==> src/rtl/fir_dec_pkg.sv <==
// fir_dec_pkg: shared defaults and sample/accumulator/exponent types for the FIR decimator.
package fir_dec_pkg;
  localparam int DEF_DATA_WIDTH = 13;
  localparam int DEF_LOG2_MAX = 4;
  localparam int DEF_FIFO_DEPTH = 8;
  typedef logic signed [DEF_DATA_WIDTH-1:0] sample_t;
  typedef logic signed [DEF_DATA_WIDTH+DEF_LOG2_MAX-1:0] acc_t;
  typedef logic [$clog2(DEF_LOG2_MAX+1)-1:0] dec_t;
endpackage

==> src/rtl/fir_dec_if.sv <==
// fir_dec_if: sample-in / decimated-out bundle of the FIR decimator.
//  master (source/sink side): drives DIN, VIN, EN, DEC_LOG2, READY, CLR_OVF; observes DOUT, VOUT, COUNT, OVF.
//  slave (decimator side): the reverse.
interface fir_dec_if import fir_dec_pkg::*; #(
  parameter int DATA_WIDTH = DEF_DATA_WIDTH,
  parameter int LOG2_MAX = DEF_LOG2_MAX,
  parameter int FIFO_DEPTH = DEF_FIFO_DEPTH
);
  logic signed [DATA_WIDTH-1:0] DIN, DOUT;
  logic VIN, EN, READY, VOUT, OVF, CLR_OVF;
  logic [$clog2(LOG2_MAX+1)-1:0] DEC_LOG2;
  logic [$clog2(FIFO_DEPTH):0] COUNT;
  modport master(output DIN, VIN, EN, DEC_LOG2, READY, CLR_OVF, input DOUT, VOUT, COUNT, OVF);
  modport slave(input DIN, VIN, EN, DEC_LOG2, READY, CLR_OVF, output DOUT, VOUT, COUNT, OVF);
endinterface

==> src/rtl/fir_dec_fifo.sv <==
// fir_dec_fifo: synchronous show-ahead FIFO; head_o is the oldest entry (0 when empty).
//  clk/rst: clock, async active-high reset. wr_i/din_i: push. rd_i: pop.
//  full_o, empty_o, count_o: occupancy. head_o: show-ahead data.
module fir_dec_fifo import fir_dec_pkg::*; #(
  parameter int DEPTH = DEF_FIFO_DEPTH,
  parameter type T = sample_t
)(
  input  logic clk,
  input  logic rst,
  input  logic wr_i,
  input  logic rd_i,
  input  T din_i,
  output logic full_o,
  output logic empty_o,
  output logic [$clog2(DEPTH):0] count_o,
  output T head_o
);
  localparam int AW = $clog2(DEPTH);
  T mem_q [DEPTH];
  logic [AW-1:0] wp_q, rp_q;
  logic [AW:0] cnt_q;
  always_ff @(posedge clk or posedge rst)
    if (rst) begin
      wp_q <= '0;
      rp_q <= '0;
      cnt_q <= '0;
    end else begin
      if (wr_i) wp_q <= wp_q + 1'b1;
      if (rd_i) rp_q <= rp_q + 1'b1;
      cnt_q <= cnt_q + (AW+1)'(wr_i) - (AW+1)'(rd_i);
    end
  always_ff @(posedge clk)
    if (wr_i) mem_q[wp_q] <= din_i;
  assign full_o = cnt_q == (AW+1)'(DEPTH);
  assign empty_o = cnt_q == '0;
  assign count_o = cnt_q;
  assign head_o = empty_o ? T'(0) : mem_q[rp_q];
endmodule

==> src/rtl/fir_decimator.sv <==
// fir_decimator: decimates the myfir sample stream by 2**DEC_LOG2 into a show-ahead FIFO with overflow flag.
//  CLK/RST: clock, async active-high reset. bus (fir_dec_if.slave): DIN/VIN in, EN, DEC_LOG2,
//  DOUT/VOUT/READY out handshake, COUNT occupancy, OVF sticky drop flag, CLR_OVF clear.
//  FIR_DEC_AVG_EN defined: integrate-and-dump (group average); undefined: keep first sample of each group.
module fir_decimator import fir_dec_pkg::*; #(
  parameter int DATA_WIDTH = DEF_DATA_WIDTH,
  parameter int LOG2_MAX = DEF_LOG2_MAX,
  parameter int FIFO_DEPTH = DEF_FIFO_DEPTH
)(
  input logic CLK,
  input logic RST,
  fir_dec_if.slave bus
);
  localparam int DW = $clog2(LOG2_MAX+1);
  localparam int CW = $clog2(FIFO_DEPTH)+1;
  typedef logic signed [DATA_WIDTH-1:0] smp_t;
  logic [DW-1:0] dec_q, dec_d, dec_in;
  logic [LOG2_MAX-1:0] phase_q, phase_d, mask;
  logic take, last, keep, wr, rd, drop, full, empty, ovf_q, ovf_d;
  logic [CW-1:0] cnt;
  smp_t kept, head;
  assign dec_in = (bus.DEC_LOG2 > DW'(LOG2_MAX)) ? DW'(LOG2_MAX) : bus.DEC_LOG2;
  // A new exponent is only picked up between groups, so a group always completes at its start size.
  assign dec_d = (phase_q == '0) ? dec_in : dec_q;
  assign mask = ~({LOG2_MAX{1'b1}} << dec_d);
  assign take = bus.VIN && bus.EN;
  assign last = phase_q == mask;
  assign phase_d = !bus.EN ? '0 : take ? (last ? '0 : phase_q + 1'b1) : phase_q;
`ifdef FIR_DEC_AVG_EN
  typedef logic signed [DATA_WIDTH+LOG2_MAX-1:0] sum_t;
  sum_t acc_q, acc_d, sum;
  assign sum = acc_q + sum_t'(bus.DIN);
  // The group mean of DATA_WIDTH samples always fits back into DATA_WIDTH.
  assign kept = smp_t'(sum >>> dec_d);
  assign keep = take && last;
  assign acc_d = !bus.EN ? '0 : take ? (last ? '0 : sum) : acc_q;
  always_ff @(posedge CLK or posedge RST)
    if (RST) acc_q <= '0;
    else acc_q <= acc_d;
`else
  assign kept = bus.DIN;
  assign keep = take && phase_q == '0;
`endif
  assign rd = !empty && bus.READY;
  // A full FIFO still accepts the sample when the sink frees a slot in the same cycle.
  assign wr = keep && (!full || rd);
  assign drop = keep && full && !rd;
  assign ovf_d = drop || (ovf_q && !bus.CLR_OVF);
  always_ff @(posedge CLK or posedge RST)
    if (RST) begin
      phase_q <= '0;
      dec_q <= '0;
      ovf_q <= 1'b0;
    end else begin
      phase_q <= phase_d;
      dec_q <= dec_d;
      ovf_q <= ovf_d;
    end
  fir_dec_fifo #(.DEPTH(FIFO_DEPTH), .T(smp_t)) u_fifo (
    .clk(CLK),
    .rst(RST),
    .wr_i(wr),
    .rd_i(rd),
    .din_i(kept),
    .full_o(full),
    .empty_o(empty),
    .count_o(cnt),
    .head_o(head)
  );
  assign bus.DOUT = head;
  assign bus.VOUT = !empty;
  assign bus.COUNT = cnt;
  assign bus.OVF = ovf_q;
endmodule

==> src/flat_wrapper.sv <==
// flat-port wrapper written by rule: the top's interface ports become plain ports
module fir_decimator_flat import fir_dec_pkg::*;
#(
  parameter int DATA_WIDTH = DEF_DATA_WIDTH,
  parameter int LOG2_MAX = DEF_LOG2_MAX,
  parameter int FIFO_DEPTH = DEF_FIFO_DEPTH
)
  (CLK, RST, bus_DIN, bus_VIN, bus_EN, bus_DEC_LOG2, bus_READY, bus_CLR_OVF, bus_DOUT, bus_VOUT, bus_COUNT, bus_OVF);
  fir_dec_if #(.DATA_WIDTH(DATA_WIDTH), .LOG2_MAX(LOG2_MAX), .FIFO_DEPTH(FIFO_DEPTH)) bus_i ();
  input logic CLK;
  input logic RST;
  input wire logic [$bits(bus_i.DIN)-1:0] bus_DIN;
  input wire logic [$bits(bus_i.VIN)-1:0] bus_VIN;
  input wire logic [$bits(bus_i.EN)-1:0] bus_EN;
  input wire logic [$bits(bus_i.DEC_LOG2)-1:0] bus_DEC_LOG2;
  input wire logic [$bits(bus_i.READY)-1:0] bus_READY;
  input wire logic [$bits(bus_i.CLR_OVF)-1:0] bus_CLR_OVF;
  output wire logic [$bits(bus_i.DOUT)-1:0] bus_DOUT;
  output wire logic [$bits(bus_i.VOUT)-1:0] bus_VOUT;
  output wire logic [$bits(bus_i.COUNT)-1:0] bus_COUNT;
  output wire logic [$bits(bus_i.OVF)-1:0] bus_OVF;
  assign bus_i.DIN = bus_DIN;
  assign bus_i.VIN = bus_VIN;
  assign bus_i.EN = bus_EN;
  assign bus_i.DEC_LOG2 = bus_DEC_LOG2;
  assign bus_i.READY = bus_READY;
  assign bus_i.CLR_OVF = bus_CLR_OVF;
  assign bus_DOUT = bus_i.DOUT;
  assign bus_VOUT = bus_i.VOUT;
  assign bus_COUNT = bus_i.COUNT;
  assign bus_OVF = bus_i.OVF;
  fir_decimator #(.DATA_WIDTH(DATA_WIDTH), .LOG2_MAX(LOG2_MAX), .FIFO_DEPTH(FIFO_DEPTH)) u_core (.CLK(CLK), .RST(RST), .bus(bus_i));
endmodule
==> config.mk <==
export PLATFORM = sky130hd
export DESIGN_NAME = fir_decimator_flat
export DESIGN_NICKNAME = d
export VERILOG_FILES = /design/src/rtl/fir_dec_pkg.sv /design/src/rtl/fir_dec_if.sv /design/src/rtl/fir_dec_fifo.sv /design/src/rtl/fir_decimator.sv /design/src/flat_wrapper.sv
export SDC_FILE = /design/constraint.sdc
export NUM_CORES = 1
export LEC_CHECK = 0
export BUFFER_PORTS_ARGS = -buffer_cell sky130_fd_sc_hd__buf_2
export CAP_MARGIN = 10
export CORE_UTILIZATION = 45
export CTS_BUF_LIST = sky130_fd_sc_hd__clkbuf_16
export CTS_CLUSTER_DIAMETER = 200
export DETAILED_ROUTE_END_ITERATION = 10
export GPL_ROUTABILITY_DRIVEN = 0
export PLACE_DENSITY = 0.71
export SYNTH_ARGS = -nofsm -noshare
export SYNTH_HDL_FRONTEND = slang
export SYNTH_HIERARCHICAL = 1
export SYNTH_SLANG_ARGS = --single-unit
==> constraint.sdc <==
create_clock -name CLK -period 5.06 [get_ports CLK]
set_clock_uncertainty 0.05 [all_clocks]
set_input_delay 1.012 -clock CLK [delete_from_list [all_inputs] [get_ports CLK]]
set_output_delay 1.012 -clock CLK [all_outputs]
set_load 0.02 [all_outputs]
==> metrics.yaml <==
power:
  power_leakage_nw: 2.27
  p_per_area_nw_per_um2: 576
  max-vdd-ir-drop_v: 0.000272
  p_total_mw: 3.50
clocking:
  cts-buffers-inserted: 17
  cts_root_buf: "clkbuf_16"
  ctsResizeCount: 0
  postCtsSetupRepairBufs: 0
  cts_buffer_depth: 2
  path_clk_slew_ns: 0.06
  clk-insertion-delay-late_ns: 0.40
  hold_buffers: 0
  cts.sinks: 122
  cts_tree: "done"
  htreeDepth: 4
setup_path:
  crit_arrival_ns: 2.75
  crit_family: "flip-flops"
  path_class: "flip-flop to output pin"
  crit_required_ns: 4.00
  crit_buf_inv: 2
  end_kind: "output pin"
  critPathMaxFanout: 17
  critPathLaunchType: "flip-flop"
  path_cells: "buf_4, mux4_1, a22o_1, buf_2"
  critical_path.max_stage_delay_ns: 0.96
  slowest_stage: "dfrtp_1"
global_route:
  grt_overflow: 0
  grt_pass1_wl_um: 14800
  grt_pass1_vias: 2758
  gr-usage-all-layers: 0.182
  antenna_found_initial: 0
  grt_max_degree: 29
synthesis:
  synthCells: 275
  seq_area_frac_synth: 0.702
  synth_enable_flop_cells: 104
  synth-seq-cells: 122
  synth_warnings: 6
  synth_top_area_cell: "edfxtp_1"
  synth_cell_type_count: 39
  syn_area_um2: 5090
  avgSynthCellArea_um2: 18.5
  yosysTopAreaCellShare: 0.614
  synthArstFlopShare: 0.148
  synthTopCellsByArea: "edfxtp_1 61%, dfrtp_1 8.9%, mux4_1 6.7%"
  syn_nets: 308
  synth-main-ff-cell: "edfxtp_1"
placed_design:
  numPortBuffers: 40
  hpwl_um: 6100
  post-place-ws_ns: 1.55
finish:
  layout-drive-gt1-share: 0.299
  area_growth_pct: 19.4
  antenna_cells: 0
  nFillCells: 839
  nets: 365
routing:
  wirelength_um: 9700
  num_vias: 2690
  via_per_inst: 5.55
  routedWlPerCell_um: 20.0
  ant_nets: 0
  drc: 0
  firstDrtPassIters: 4
  drtIter0Drc: 242
floorplanning:
  fp.dieH_um: 108
  rows: 38
  io_pins: 41
  dieArea_um2: 11700
  core_um2: 10900
  die_w_um: 108
  floorplan.initialDensity: 0.465
timing:
  setup_tns_ns: 0
  fin_crit_sh: 0.753
  layout_setup_ws_ns: 1.25
  setup_violations: 0
  fmax_mhz: 263
  slew_viol_final: 0
  hold_viol: 0
  maxSlewHeadroom: 0.206
  period_minus_slack_ns: 3.81
  rsz0062_at_grt: "false"
  tightest_slew_ns: 1.18
run_status:
  status: "finished, final reports clean"
min_path:
  min_path_type: "flip-flop to flip-flop"
run:
  maxCapViolCount: 0
## report_power, final
group | total (mW) | switching, mW | internal (mW)
clock | 1.21 | 0.438 | 0.775
combinational | 0.997 | 0.545 | 0.452
sequential | 1.29 | 0.0956 | 1.19
total | 3.50 | 1.08 | 2.42
## per-layer routing
| layer | GRT usage | part of all wire | up-vias |
|---|---|---|---|
| met5 | 0 | 0 | - |
| met2 | 0.275 | 0.48 | 73 |
| met4 | 0.0724 | 0.012 | 0 |
| met1 | 0.247 | 0.45 | 1399 |
| met3 | 0.0542 | 0.055 | 9 |
| li1 | - | - | 1209 |
## registers in the layout (all words and copies together) (netlist names)
| signal | count |
|---|---|
| u_core/phase_q | 4 |
| u_core/dec_q | 3 |
| u_core/u_fifo/mem_q | 104 |
| u_core/u_fifo/rp_q | 3 |
| u_core/u_fifo/count_o | 4 |
| u_core/bus.OVF | 1 |
| u_core/u_fifo/wp_q | 3 |
## final timing paths
kind	startpoint	end	slack [ns]	cells past startpoint
min in group asynchronous	RST	u_core/phase_q[3]	0.52	2
hold / removal	u_core/u_fifo/rp_q[2]	u_core/u_fifo/rp_q[2]	0.45	1
max in group asynchronous	RST	u_core/u_fifo/count_o[1]	4.12	2
setup / recovery	u_core/u_fifo/rp_q[0]	bus_DOUT[6]	1.25	4
setup reg to reg	u_core/phase_q[0]	u_core/u_fifo/mem_q[0][11]	1.75	8
hold reg to reg	u_core/u_fifo/rp_q[2]	u_core/u_fifo/rp_q[2]	0.45	1
## final cells by class
cell class                 count  area (µm²)  area share
clock buffer                  17         425      0.0701
clock inverter                15         173      0.0284
inverter                      16        60.1     0.00989
multi-input combinational    126        1380       0.227
sequential                   122        3570       0.589
tap                          140         175      0.0288
timing repair buffer          49         287      0.0472
## Yosys cell counts, types with 4 or more instances
cell type / instances
edfxtp_1: 104
dfrtp_1: 18
inv_1: 16
a22o_1: 13
mux4_1: 13
mux4_2: 13
nand2_1: 12
ha_1: 10
nor2_1: 10
nand2b_1: 6
nand3_1: 6
nor3_1: 5
o21ai_0: 4
xnor2_1: 4
## stage by stage
stage	std cells	utilization	instance area (µm²)	hold WS, ns
after CTS	481	0.551	6030	0.439
after floorplan	275	-	5090	0.409
after detailed placement	449	0.496	5430	0.426
after global placement	446	0.494	5400	0.425
final	485	0.555	6070	0.448
after global routing	485	0.555	6070	0.499
## cells in the final DEF (no fill, tap or decap), types with 10 or more instances in the layout
cell,n
dfrtp_1,18
clkbuf_16,17
a22o_1,13
edfxtp_1,104
mux4_1,13
nand2_1,12
ha_1,10
inv_1,17
buf_2,40
nor2_1,10
mux4_2,13
## kinds of logic (layout without fill, tap and decap cells)
kind of cell,after synthesis,after routing,share of synthesized area
xor gates and xnor gates,7,7,0.0121
and+or+nand+nor,48,48,0.0487
adders and majority gates,11,11,0.0285
DFF,122,122,0.702
muxes,30,30,0.133
buffers and inverters,27,97,0.0285
AOI/OAI and AO/OA,30,30,0.0467
Power figures use the tool's default switching activity.
